<file path="src/rtl/fft_mem_arb_pkg.sv">
// fft_mem_arb_pkg
// Shared types and constants for the FFT sample-memory arbiter.
//   owner_e       : which requester currently holds locked ownership
//   REQ_CAP/FFT   : requester index, used for one-hot grant bits,
//                   last_grant and rd_owner encoding
//   *_DEFAULT     : default data / address widths (2048 x 10 bit memory)
package fft_mem_arb_pkg;

  localparam int NUM_BITS_DEFAULT  = 10;
  localparam int ADDR_BITS_DEFAULT = 11;

  localparam logic REQ_CAP = 1'b0;
  localparam logic REQ_FFT = 1'b1;

  typedef enum logic [1:0] {
    OWN_NONE = 2'd0,
    OWN_CAP  = 2'd1,
    OWN_FFT  = 2'd2
  } owner_e;

endpackage

</file>
<file path="src/rtl/fft_mem_arbiter_if.sv">
// fft_mem_arbiter_if
// Bundles both requester handshakes and the memory wrapper port.
//   cap_* / fft_* : req, lock, we, addr, wdata in; gnt, rvalid, rdata out
//   mem_*         : we, addr, din towards memory; dout back from memory
// Modports:
//   slave  : the arbiter's view
//   master : the requesters' and memory's view
interface fft_mem_arbiter_if
  import fft_mem_arb_pkg::*;
#(
  parameter int NUM_BITS  = NUM_BITS_DEFAULT,
  parameter int ADDR_BITS = ADDR_BITS_DEFAULT
) ();

  logic                 cap_req;
  logic                 cap_lock;
  logic                 cap_we;
  logic [ADDR_BITS-1:0] cap_addr;
  logic [NUM_BITS-1:0]  cap_wdata;
  logic                 cap_gnt;
  logic                 cap_rvalid;
  logic [NUM_BITS-1:0]  cap_rdata;

  logic                 fft_req;
  logic                 fft_lock;
  logic                 fft_we;
  logic [ADDR_BITS-1:0] fft_addr;
  logic [NUM_BITS-1:0]  fft_wdata;
  logic                 fft_gnt;
  logic                 fft_rvalid;
  logic [NUM_BITS-1:0]  fft_rdata;

  logic                 mem_we;
  logic [ADDR_BITS-1:0] mem_addr;
  logic [NUM_BITS-1:0]  mem_din;
  logic [NUM_BITS-1:0]  mem_dout;

  modport slave (
    input  cap_req, cap_lock, cap_we, cap_addr, cap_wdata,
    output cap_gnt, cap_rvalid, cap_rdata,
    input  fft_req, fft_lock, fft_we, fft_addr, fft_wdata,
    output fft_gnt, fft_rvalid, fft_rdata,
    output mem_we, mem_addr, mem_din,
    input  mem_dout
  );

  modport master (
    output cap_req, cap_lock, cap_we, cap_addr, cap_wdata,
    input  cap_gnt, cap_rvalid, cap_rdata,
    output fft_req, fft_lock, fft_we, fft_addr, fft_wdata,
    input  fft_gnt, fft_rvalid, fft_rdata,
    input  mem_we, mem_addr, mem_din,
    output mem_dout
  );

endinterface

</file>
<file path="src/rtl/fft_mem_arb_pick.sv">
// fft_mem_arb_pick
// Combinational two-way picker. Produces a one-hot grant (bit REQ_CAP /
// REQ_FFT) from the two requests, the current owner and, when
// FFT_MEM_ARB_RR_EN is defined, the last granted requester.
//   cap_req, fft_req : requests this cycle
//   owner            : registered owner state
//   last_grant       : (FFT_MEM_ARB_RR_EN only) index of last grantee
//   grant            : one-hot grant, at most one bit set
// Configuration macro: FFT_MEM_ARB_RR_EN selects round-robin conflict
// resolution; otherwise capture has fixed priority.
module fft_mem_arb_pick
  import fft_mem_arb_pkg::*;
(
  input  logic       cap_req,
  input  logic       fft_req,
  input  owner_e     owner,
`ifdef FFT_MEM_ARB_RR_EN
  input  logic       last_grant,
`endif
  output logic [1:0] grant
);

  // An owner that is still requesting is served exclusively. An owner that
  // drops its request has released the lock, so the same cycle falls
  // through to free arbitration and a waiting requester is not delayed.
  always_comb begin
    grant = 2'b00;
    if (owner == OWN_CAP && cap_req) begin
      grant[REQ_CAP] = 1'b1;
    end else if (owner == OWN_FFT && fft_req) begin
      grant[REQ_FFT] = 1'b1;
    end else if (cap_req && fft_req) begin
`ifdef FFT_MEM_ARB_RR_EN
      if (last_grant == REQ_CAP) begin
        grant[REQ_FFT] = 1'b1;
      end else begin
        grant[REQ_CAP] = 1'b1;
      end
`else
      grant[REQ_CAP] = 1'b1;
`endif
    end else if (cap_req) begin
      grant[REQ_CAP] = 1'b1;
    end else if (fft_req) begin
      grant[REQ_FFT] = 1'b1;
    end
  end

endmodule

</file>
<file path="src/rtl/fft_mem_arbiter.sv">
// fft_mem_arbiter
// Shares the single-port FFT sample memory (read latency 1) between the
// capture path and the FFT engine. Muxes the granted requester onto the
// memory port and routes read data back to whoever issued the read.
// Supports locked ownership for uninterrupted FFT bursts.
//   clk  : rising-edge clock
//   rst  : asynchronous active-high reset
//   bus  : fft_mem_arbiter_if.slave (both requesters + memory port)
// Configuration macro: FFT_MEM_ARB_RR_EN enables round-robin arbitration
// with a last_grant register; undefined gives fixed capture priority.
module fft_mem_arbiter
  import fft_mem_arb_pkg::*;
#(
  parameter int NUM_BITS  = NUM_BITS_DEFAULT,
  parameter int ADDR_BITS = ADDR_BITS_DEFAULT
) (
  input  logic             clk,
  input  logic             rst,
  fft_mem_arbiter_if.slave bus
);

  owner_e               owner_q;
  owner_e               owner_d;
  logic [1:0]           pick_grant;
  logic [1:0]           grant;
  logic                 rd_pending_q;
  logic                 rd_owner_q;
  logic                 mem_we_c;
  logic [ADDR_BITS-1:0] mem_addr_c;
  logic [NUM_BITS-1:0]  mem_din_c;
`ifdef FFT_MEM_ARB_RR_EN
  logic                 last_grant_q;
`endif

  fft_mem_arb_pick u_pick (
    .cap_req    (bus.cap_req),
    .fft_req    (bus.fft_req),
    .owner      (owner_q),
`ifdef FFT_MEM_ARB_RR_EN
    .last_grant (last_grant_q),
`endif
    .grant      (pick_grant)
  );

  // Grants are suppressed for the whole time reset is held so nothing
  // reaches the memory while the arbiter state is being cleared.
  assign grant       = rst ? 2'b00 : pick_grant;
  assign bus.cap_gnt = grant[REQ_CAP];
  assign bus.fft_gnt = grant[REQ_FFT];

  // Memory port mux: the granted requester drives the port, an idle port
  // is held at zero.
  always_comb begin
    mem_we_c   = 1'b0;
    mem_addr_c = '0;
    mem_din_c  = '0;
    if (grant[REQ_CAP]) begin
      mem_we_c   = bus.cap_we;
      mem_addr_c = bus.cap_addr;
      mem_din_c  = bus.cap_wdata;
    end else if (grant[REQ_FFT]) begin
      mem_we_c   = bus.fft_we;
      mem_addr_c = bus.fft_addr;
      mem_din_c  = bus.fft_wdata;
    end
  end

  assign bus.mem_we   = mem_we_c;
  assign bus.mem_addr = mem_addr_c;
  assign bus.mem_din  = mem_din_c;

  // Owner next state: a granted access with lock keeps (or takes) the
  // port for that requester; anything else, including an owner that
  // stopped requesting, returns to free arbitration.
  always_comb begin
    owner_d = OWN_NONE;
    if (grant[REQ_CAP] && bus.cap_lock) begin
      owner_d = OWN_CAP;
    end else if (grant[REQ_FFT] && bus.fft_lock) begin
      owner_d = OWN_FFT;
    end
  end

  // Owner register and read-return tracking. Reset discards any read in
  // flight so no stale rvalid appears once reset is released.
  always_ff @(posedge clk or posedge rst) begin
    if (rst) begin
      owner_q      <= OWN_NONE;
      rd_pending_q <= 1'b0;
      rd_owner_q   <= REQ_CAP;
    end else begin
      owner_q      <= owner_d;
      rd_pending_q <= (|grant) && !mem_we_c;
      if (|grant) begin
        rd_owner_q <= grant[REQ_FFT];
      end
    end
  end

`ifdef FFT_MEM_ARB_RR_EN
  // Round-robin history: remembers who was served last, updated on every
  // grant whether or not there was a conflict.
  always_ff @(posedge clk or posedge rst) begin
    if (rst) begin
      last_grant_q <= REQ_FFT;
    end else if (|grant) begin
      last_grant_q <= grant[REQ_FFT];
    end
  end
`endif

  // Read data goes only to the requester whose read was granted last
  // cycle; the other side sees zeros.
  assign bus.cap_rvalid = rd_pending_q && (rd_owner_q == REQ_CAP);
  assign bus.fft_rvalid = rd_pending_q && (rd_owner_q == REQ_FFT);
  assign bus.cap_rdata  = bus.cap_rvalid ? bus.mem_dout : '0;
  assign bus.fft_rdata  = bus.fft_rvalid ? bus.mem_dout : '0;

endmodule

</file>
<file path="src/flat_wrapper.sv">
// flat-port wrapper written by rule: the top's interface ports become plain ports
module fft_mem_arbiter_flat import fft_mem_arb_pkg::*;
#(
  parameter int NUM_BITS  = NUM_BITS_DEFAULT,
  parameter int ADDR_BITS = ADDR_BITS_DEFAULT
)
  (clk, rst, bus_cap_req, bus_cap_lock, bus_cap_we, bus_cap_addr, bus_cap_wdata, bus_cap_gnt, bus_cap_rvalid, bus_cap_rdata, bus_fft_req, bus_fft_lock, bus_fft_we, bus_fft_addr, bus_fft_wdata, bus_fft_gnt, bus_fft_rvalid, bus_fft_rdata, bus_mem_we, bus_mem_addr, bus_mem_din, bus_mem_dout);
  fft_mem_arbiter_if #(.NUM_BITS(NUM_BITS), .ADDR_BITS(ADDR_BITS)) bus_i ();
  input  logic clk;
  input  logic rst;
  input wire logic [$bits(bus_i.cap_req)-1:0] bus_cap_req;
  input wire logic [$bits(bus_i.cap_lock)-1:0] bus_cap_lock;
  input wire logic [$bits(bus_i.cap_we)-1:0] bus_cap_we;
  input wire logic [$bits(bus_i.cap_addr)-1:0] bus_cap_addr;
  input wire logic [$bits(bus_i.cap_wdata)-1:0] bus_cap_wdata;
  output wire logic [$bits(bus_i.cap_gnt)-1:0] bus_cap_gnt;
  output wire logic [$bits(bus_i.cap_rvalid)-1:0] bus_cap_rvalid;
  output wire logic [$bits(bus_i.cap_rdata)-1:0] bus_cap_rdata;
  input wire logic [$bits(bus_i.fft_req)-1:0] bus_fft_req;
  input wire logic [$bits(bus_i.fft_lock)-1:0] bus_fft_lock;
  input wire logic [$bits(bus_i.fft_we)-1:0] bus_fft_we;
  input wire logic [$bits(bus_i.fft_addr)-1:0] bus_fft_addr;
  input wire logic [$bits(bus_i.fft_wdata)-1:0] bus_fft_wdata;
  output wire logic [$bits(bus_i.fft_gnt)-1:0] bus_fft_gnt;
  output wire logic [$bits(bus_i.fft_rvalid)-1:0] bus_fft_rvalid;
  output wire logic [$bits(bus_i.fft_rdata)-1:0] bus_fft_rdata;
  output wire logic [$bits(bus_i.mem_we)-1:0] bus_mem_we;
  output wire logic [$bits(bus_i.mem_addr)-1:0] bus_mem_addr;
  output wire logic [$bits(bus_i.mem_din)-1:0] bus_mem_din;
  input wire logic [$bits(bus_i.mem_dout)-1:0] bus_mem_dout;
  assign bus_i.cap_req = bus_cap_req;
  assign bus_i.cap_lock = bus_cap_lock;
  assign bus_i.cap_we = bus_cap_we;
  assign bus_i.cap_addr = bus_cap_addr;
  assign bus_i.cap_wdata = bus_cap_wdata;
  assign bus_cap_gnt = bus_i.cap_gnt;
  assign bus_cap_rvalid = bus_i.cap_rvalid;
  assign bus_cap_rdata = bus_i.cap_rdata;
  assign bus_i.fft_req = bus_fft_req;
  assign bus_i.fft_lock = bus_fft_lock;
  assign bus_i.fft_we = bus_fft_we;
  assign bus_i.fft_addr = bus_fft_addr;
  assign bus_i.fft_wdata = bus_fft_wdata;
  assign bus_fft_gnt = bus_i.fft_gnt;
  assign bus_fft_rvalid = bus_i.fft_rvalid;
  assign bus_fft_rdata = bus_i.fft_rdata;
  assign bus_mem_we = bus_i.mem_we;
  assign bus_mem_addr = bus_i.mem_addr;
  assign bus_mem_din = bus_i.mem_din;
  assign bus_i.mem_dout = bus_mem_dout;
  fft_mem_arbiter #(.NUM_BITS(NUM_BITS), .ADDR_BITS(ADDR_BITS)) u_core (.clk(clk), .rst(rst), .bus(bus_i));
endmodule
</file>
<file path="config.mk">
export PLATFORM = sky130hd
export DESIGN_NAME = fft_mem_arbiter_flat
export DESIGN_NICKNAME = d
export VERILOG_FILES = /design/src/rtl/fft_mem_arb_pkg.sv /design/src/rtl/fft_mem_arbiter_if.sv /design/src/rtl/fft_mem_arb_pick.sv /design/src/rtl/fft_mem_arbiter.sv /design/src/flat_wrapper.sv
export SDC_FILE = /design/constraint.sdc
export NUM_CORES = 1
export LEC_CHECK = 0
export BUFFER_PORTS_ARGS = -buffer_cell sky130_fd_sc_hd__buf_2
export CAP_MARGIN = 20
export CORE_MARGIN = 4
export CORE_UTILIZATION = 25
export DETAILED_ROUTE_END_ITERATION = 12
export GPL_TIMING_DRIVEN = 0
export HOLD_SLACK_MARGIN = 0.15
export MAX_ROUTING_LAYER = met4
export PLACE_DENSITY_LB_ADDON = 0.2
export RECOVER_POWER = 100
export SYNTH_ARGS = -nofsm -noshare
export SYNTH_HDL_FRONTEND = slang
export SYNTH_SLANG_ARGS = --single-unit
</file>
<file path="constraint.sdc">
create_clock -name clk -period 2.01 [get_ports clk]
set_input_delay 0.402 -clock clk [delete_from_list [all_inputs] [get_ports clk]]
set_output_delay 0.402 -clock clk [all_outputs]
set_load 0.05 [all_outputs]
</file>
### Word level (Yosys, flattened, before mapping)

Index checks and enable logic that the tools add are counted.

| cells by class | value |
|---|---|
| multiplexer cells | 20 |
| equality and inequality tests | 2 |
| reductions and logical operators | 10 |
| bitwise gates (word level) | 1 |

Operator list:

| kind | number |
|---|---|
| two-way mux 10 bit | 4 |
| two-way mux 11 bit | 2 |
| two-way mux 1 bit | 11 |
| logical AND 1 bit | 8 |
| two-way mux 2 bit | 3 |
| == test 2 x 1 -> 1 bit (second input constant) | 1 |
| == test 2 bit (second input constant) | 1 |
| OR reduction 2 bit | 1 |
| zero test 1 bit | 1 |
| inverter 1 bit | 1 |

| storage, ports and cells | value |
|---|---|
| input bits | 60 |
| output and inout bits | 46 |
| register bits after elaboration | 4 |
| logic and storage cells | 36 |

### Longest topological paths before layout

| depth | value |
|---|---|
| word-level depth | 10 |
| gate-level depth with buffers | 5 |
| depth with buffers taken out | 3 |

### By module

Synthesis repeated with hierarchy kept, for this count alone.

| second synthesis, totals | value |
|---|---|
| cell total of the unflattened synthesis | 72 |
| area, all modules | 606.8 um^2 |

By module, submodules not included:

| module | instances | seq. area each (um^2) | cells each | area an instance (um^2) |
|---|---|---|---|---|
| fft_mem_arbiter | 1 | 100.1 | 68 | 576.8 |
| fft_mem_arb_pick | 1 | 0.0 | 4 | 30.0 |

### Worst setup path after synthesis

Ideal clock, no wire load.

| timing path | value |
|---|---|
| path type | input port to output port |
| start | input port rst |
| end | output port bus_mem_addr[2] |
| required time | 1608 ps |
| stages on the path | 4 |
| path buffers | 1 |
| slack | -11 ps |
| data arrival time | 1619 ps |
| path through | nand2b_1 -> a21oi_2 -> buf_2 -> a22o_1 |

| between the ends | value |
|---|---|
| cells in the longest elaborated chain, start to end | 3 |

RTL lines:

| what | line | RTL |
|---|---|---|
| start: declaration | flat_wrapper.sv:10 | `input logic rst;` |
| two-way mux 2 bit | fft_mem_arbiter.sv:47 | `assign grant = rst ? 2'b00 : pick_grant;` |
| net bus_fft_gnt | flat_wrapper.sv:24 | `output wire logic [$bits(bus_i.fft_gnt)-1:0] bus_fft_gnt;` |
| two-way mux 11 bit | fft_mem_arbiter.sv:61 | `end else if (grant[REQ_FFT]) begin` |
| two-way mux 11 bit | fft_mem_arbiter.sv:57 | `if (grant[REQ_CAP]) begin` |
| end: declaration | flat_wrapper.sv:28 | `output wire logic [$bits(bus_i.mem_addr)-1:0] bus_mem_addr;` |

The timed path passes the listed nets, and every way through them passes these cells.

### Final worst setup path

| timing path | value |
|---|---|
| start | register u_core.owner_q[0] |
| end | output port bus_mem_addr[3] |

| between the ends | value |
|---|---|
| cells in the longest elaborated chain, start to end | 7 |
| elaborated cells on any way between the ends | 11 |
| classes of those cells | eq/ne (2); mux (7); reduce/logical (2) |

RTL lines:

| what | line | RTL |
|---|---|---|
| start: declaration | fft_mem_arbiter.sv:22 | `owner_e owner_q;` |
| start signal: assignment | fft_mem_arbiter.sv:92 | `owner_q <= owner_d;` |
| == test 2 bit | fft_mem_arb_pick.sv:30 | `end else if (owner == OWN_FFT && fft_req) begin` |
| logical AND 1 bit | fft_mem_arb_pick.sv:30 |  |
| two-way mux 1 bit | fft_mem_arb_pick.sv:30 |  |
| two-way mux 1 bit | fft_mem_arb_pick.sv:28 | `if (owner == OWN_CAP && cap_req) begin` |
| two-way mux 2 bit (*) | fft_mem_arbiter.sv:47 |  |
| two-way mux 11 bit | fft_mem_arbiter.sv:61 |  |
| two-way mux 11 bit (*) | fft_mem_arbiter.sv:57 |  |

Mark *: on every way between the ends. The rest lies on a longest branch, timed or not.

==> results.yml <==
detailed_routing:
  post-route-drc-count: 0
  detailedRoute.firstIterationViolations: 15
  drt_wl_total_mm: 2.65
  detailedRoute.firstPassIterationCount: 4
  postRouteAntennaNets: 0
  routedWlPerCell_um: 12.8
  routed-via-count: 967
  vias_per_cell: 4.67
global_routing:
  grt_max_degree: 11
  antenna_found_initial: 0
  gr-usage-all-layers_pct: 15.8
  grt_first_pass_wirelength_mm: 3.91
  first_global_vias: 960
  overflow: 0
sta:
  rsz_0062_raised_after_global_routing: "yes"
  post-route-worst-setup-slack_ps: -26.2
  report.final.setup_viol: 11
  layout_worst_path_cycle_share_pct: 101
  finClkSkew_ps: 4.34
  fmaxAchievable_mhz: 491
  tightest_slew_ps: 275
  final_period_minus_worst_setup_slack_ps: 2040
  relSlewSlack_pct: 81.6
  maxSlewViolCount: 0
  finalHoldViolCount: 0
worst_setup_path:
  critical_path_buf_inv_count: 3
  timing.setup.critical_path_class: "register to primary output"
  worst_setup_path_start_kind: "register"
  critPathMaxStageDelay_ps: 350
  path_cells: "nand2b_4 -> o211a_1 -> buf_6 -> buf_8 -> a22o_4 -> buf_8"
  ff2ff_path_depth: 6
  end_kind: "primary output"
  critPathSlowestCell: "dfrtp_1"
  cp.arrival_ps: 1630
  cpLargestDelayFamily: "compound AO/OA/AOI/OAI gates"
  cp.required_ps: 1610
  critPathMaxFanout: 8
  critical-path-top-cell-by-count: "buf_8"
  crit_cells: 6
yosys:
  synth_area_leader_cell: "a22o_1"
  synth_warnings: 0
  post_synth_main_area_contributors: "a22o_1, dfrtp_1, and2_1"
  edff_count_synth: 0
  post_synth_most_frequent_cells: "a22o_1, and2_1, and3_1, inv_1, dfrtp_1"
  synthMostInstantiatedCell: "a22o_1"
  synth_cells: 69
  syn_area_um2: 569
  synth_fp_nets: 129
  postSynthAreaPerCell_um2: 8.25
  synth-seq-area-share_pct: 17.6
  async_flop_share_pct: 100
  yosysTopAreaCellShare_pct: 35.4
  synth-main-ff-cell: "dfrtp_1"
  yosys.cell_types.count: 14
  yosys_register_bits: 4
job:
  timing.max_cap.violations: 0
placement:
  post-dp-hpwl_mm: 2.08
  dp_slack_ps: -8.84
  port_buffers: 105
  gpl.final_weighted_congestion: 0.906
pwr:
  cellLeakagePower_uw: 0.000880
  pwr_density_cell_nw_per_um2: 431
  peakVddDrop_mv: 0.311
  total_power_uw: 605
floorplan:
  die_area_um2: 3100
  chipWidth_um: 55.7
  core-area_um2: 2190
  top_level_port_count: 106
  initial_core_util_pct: 26.0
  dieHeight_um: 55.7
  num_rows: 17
min_path:
  holdCritPathClass: "primary input to register"
  min_delay_path_depth: 2
run_status:
  run_status: "complete, but fails checks"
  violations_in_the_final_reports: "negative setup slack"
final_layout:
  diodes: 0
  areaGrowthSynthToFinish_pct: 147
  nets: 241
  drive_gt1_share_pct: 69.8
  fillCellCount: 183
  utilization_pct: 64.1
clock_network:
  cts-buffers-inserted: 3
  clkSinkCount: 4
  clockBufferDepth: 2
  clock_tree_from_tritoncts: "yes"
  cts_root_buffer: "clkbuf_4"
  ctsHtreeMaxLevel: 1
  worst_skew_pair.late_latency_ps: 240
  cts.clk_slew.worst_paths_ps: 40
power by group:
group          internal [µW]  switching [µW]  leakage, µW
clock                   66.9            34.8    0.0000138
combinational            165             249     0.000814
sequential              86.0            3.52    0.0000523
total                    318             287     0.000880
sequential cells by signal, summed over array words and instances, names as in the netlist:
signal / cells
u_core.owner_q: 2
u_core.rd_pending_q: 1
u_core.rd_owner_q: 1
final timing paths:
kind / startpoint / end / slack [ps]
min reg2reg: u_core.rd_owner_q$_DFFE_PP0P_ / u_core.rd_owner_q$_DFFE_PP0P_ / 760
max in group asynchronous: rst / u_core.owner_q[0]$_DFF_PP0_ / 1220
max reg2reg: u_core.owner_q[0]$_DFF_PP0_ / u_core.owner_q[0]$_DFF_PP0_ / 610
max: u_core.owner_q[0]$_DFF_PP0_ / bus_mem_addr[3] / -30
min: bus_cap_lock / u_core.owner_q[0]$_DFF_PP0_ / 380
min in group asynchronous: rst / u_core.rd_pending_q$_DFF_PP0_ / 610
per-layer routing:
metal	global-route usage (%)	share of wire, %	up-vias
met5	-	0	-
met4	5.90	1.8	0
met3	9.28	17	4
met2	28.9	50	79
met1	13.0	31	407
li1	-	-	477
per-stage QoR:
stage	instance area [µm²]	hold slack (ps)	std cells	TNS (ps)
finish	1410	376	207	-229
global route	1410	380	207	-1080
CTS	1350	370	207	-375
detailed placement	1140	311	202	-73.7
global placement	1140	301	202	-16.6
floorplan	579	176	69	0
what timing repair did:
item                                    4_1_cts  5_1_grt
hold buffers                                  1        0
endpoints found under the hold margin         4        0
gates resized for setup                      45       17
pin swaps                                     3        3
endpoints found under the setup margin       19       22
setup buffers                                 1        0
worst reg2reg max path: cells and delay by family (launching register included):
family          cells  cell delay (ps)
simple gates        2              300
flops               1              350
compound gates      1              220
buf+inv             3              420
layout by cell type (no fill, tap or decap):
cell | netlist | layout
nand2b_4 | 1 | 1
and3_1 | 10 | 10
dlygate4sd3_1 | 0 | 1
a22o_4 | 0 | 8
nand2b_1 | 1 | 1
o211a_1 | 1 | 1
a21oi_1 | 1 | 1
a22o_1 | 23 | 15
inv_1 | 5 | 5
buf_2 | 2 | 85
dfrtp_1 | 4 | 4
clkbuf_2 | 0 | 1
buf_6 | 3 | 12
clkbuf_1 | 3 | 2
and2_1 | 13 | 13
buf_8 | 0 | 9
nor2b_1 | 1 | 1
buf_4 | 0 | 3
a21oi_4 | 0 | 1
clkbuf_4 | 0 | 5
final cells by class:
type | count | area, µm² | share of cell area [%]
plain buffers | 8 | 65.1 | 4.63
clock buffers | 3 | 22.5 | 1.60
multi-input cells | 52 | 473 | 33.7
inverters | 5 | 18.8 | 1.34
well taps | 28 | 35.0 | 2.49
flip-flops and latches | 4 | 100 | 7.12
repair buffers | 107 | 691 | 49.2
kinds of logic after synthesis:
logic type | synth area share, %
buf+inv | 13.0
simple gates | 29.9
compound gates | 39.6
flops | 17.6
No activity file was read; power rests on OpenSTA's default activity.
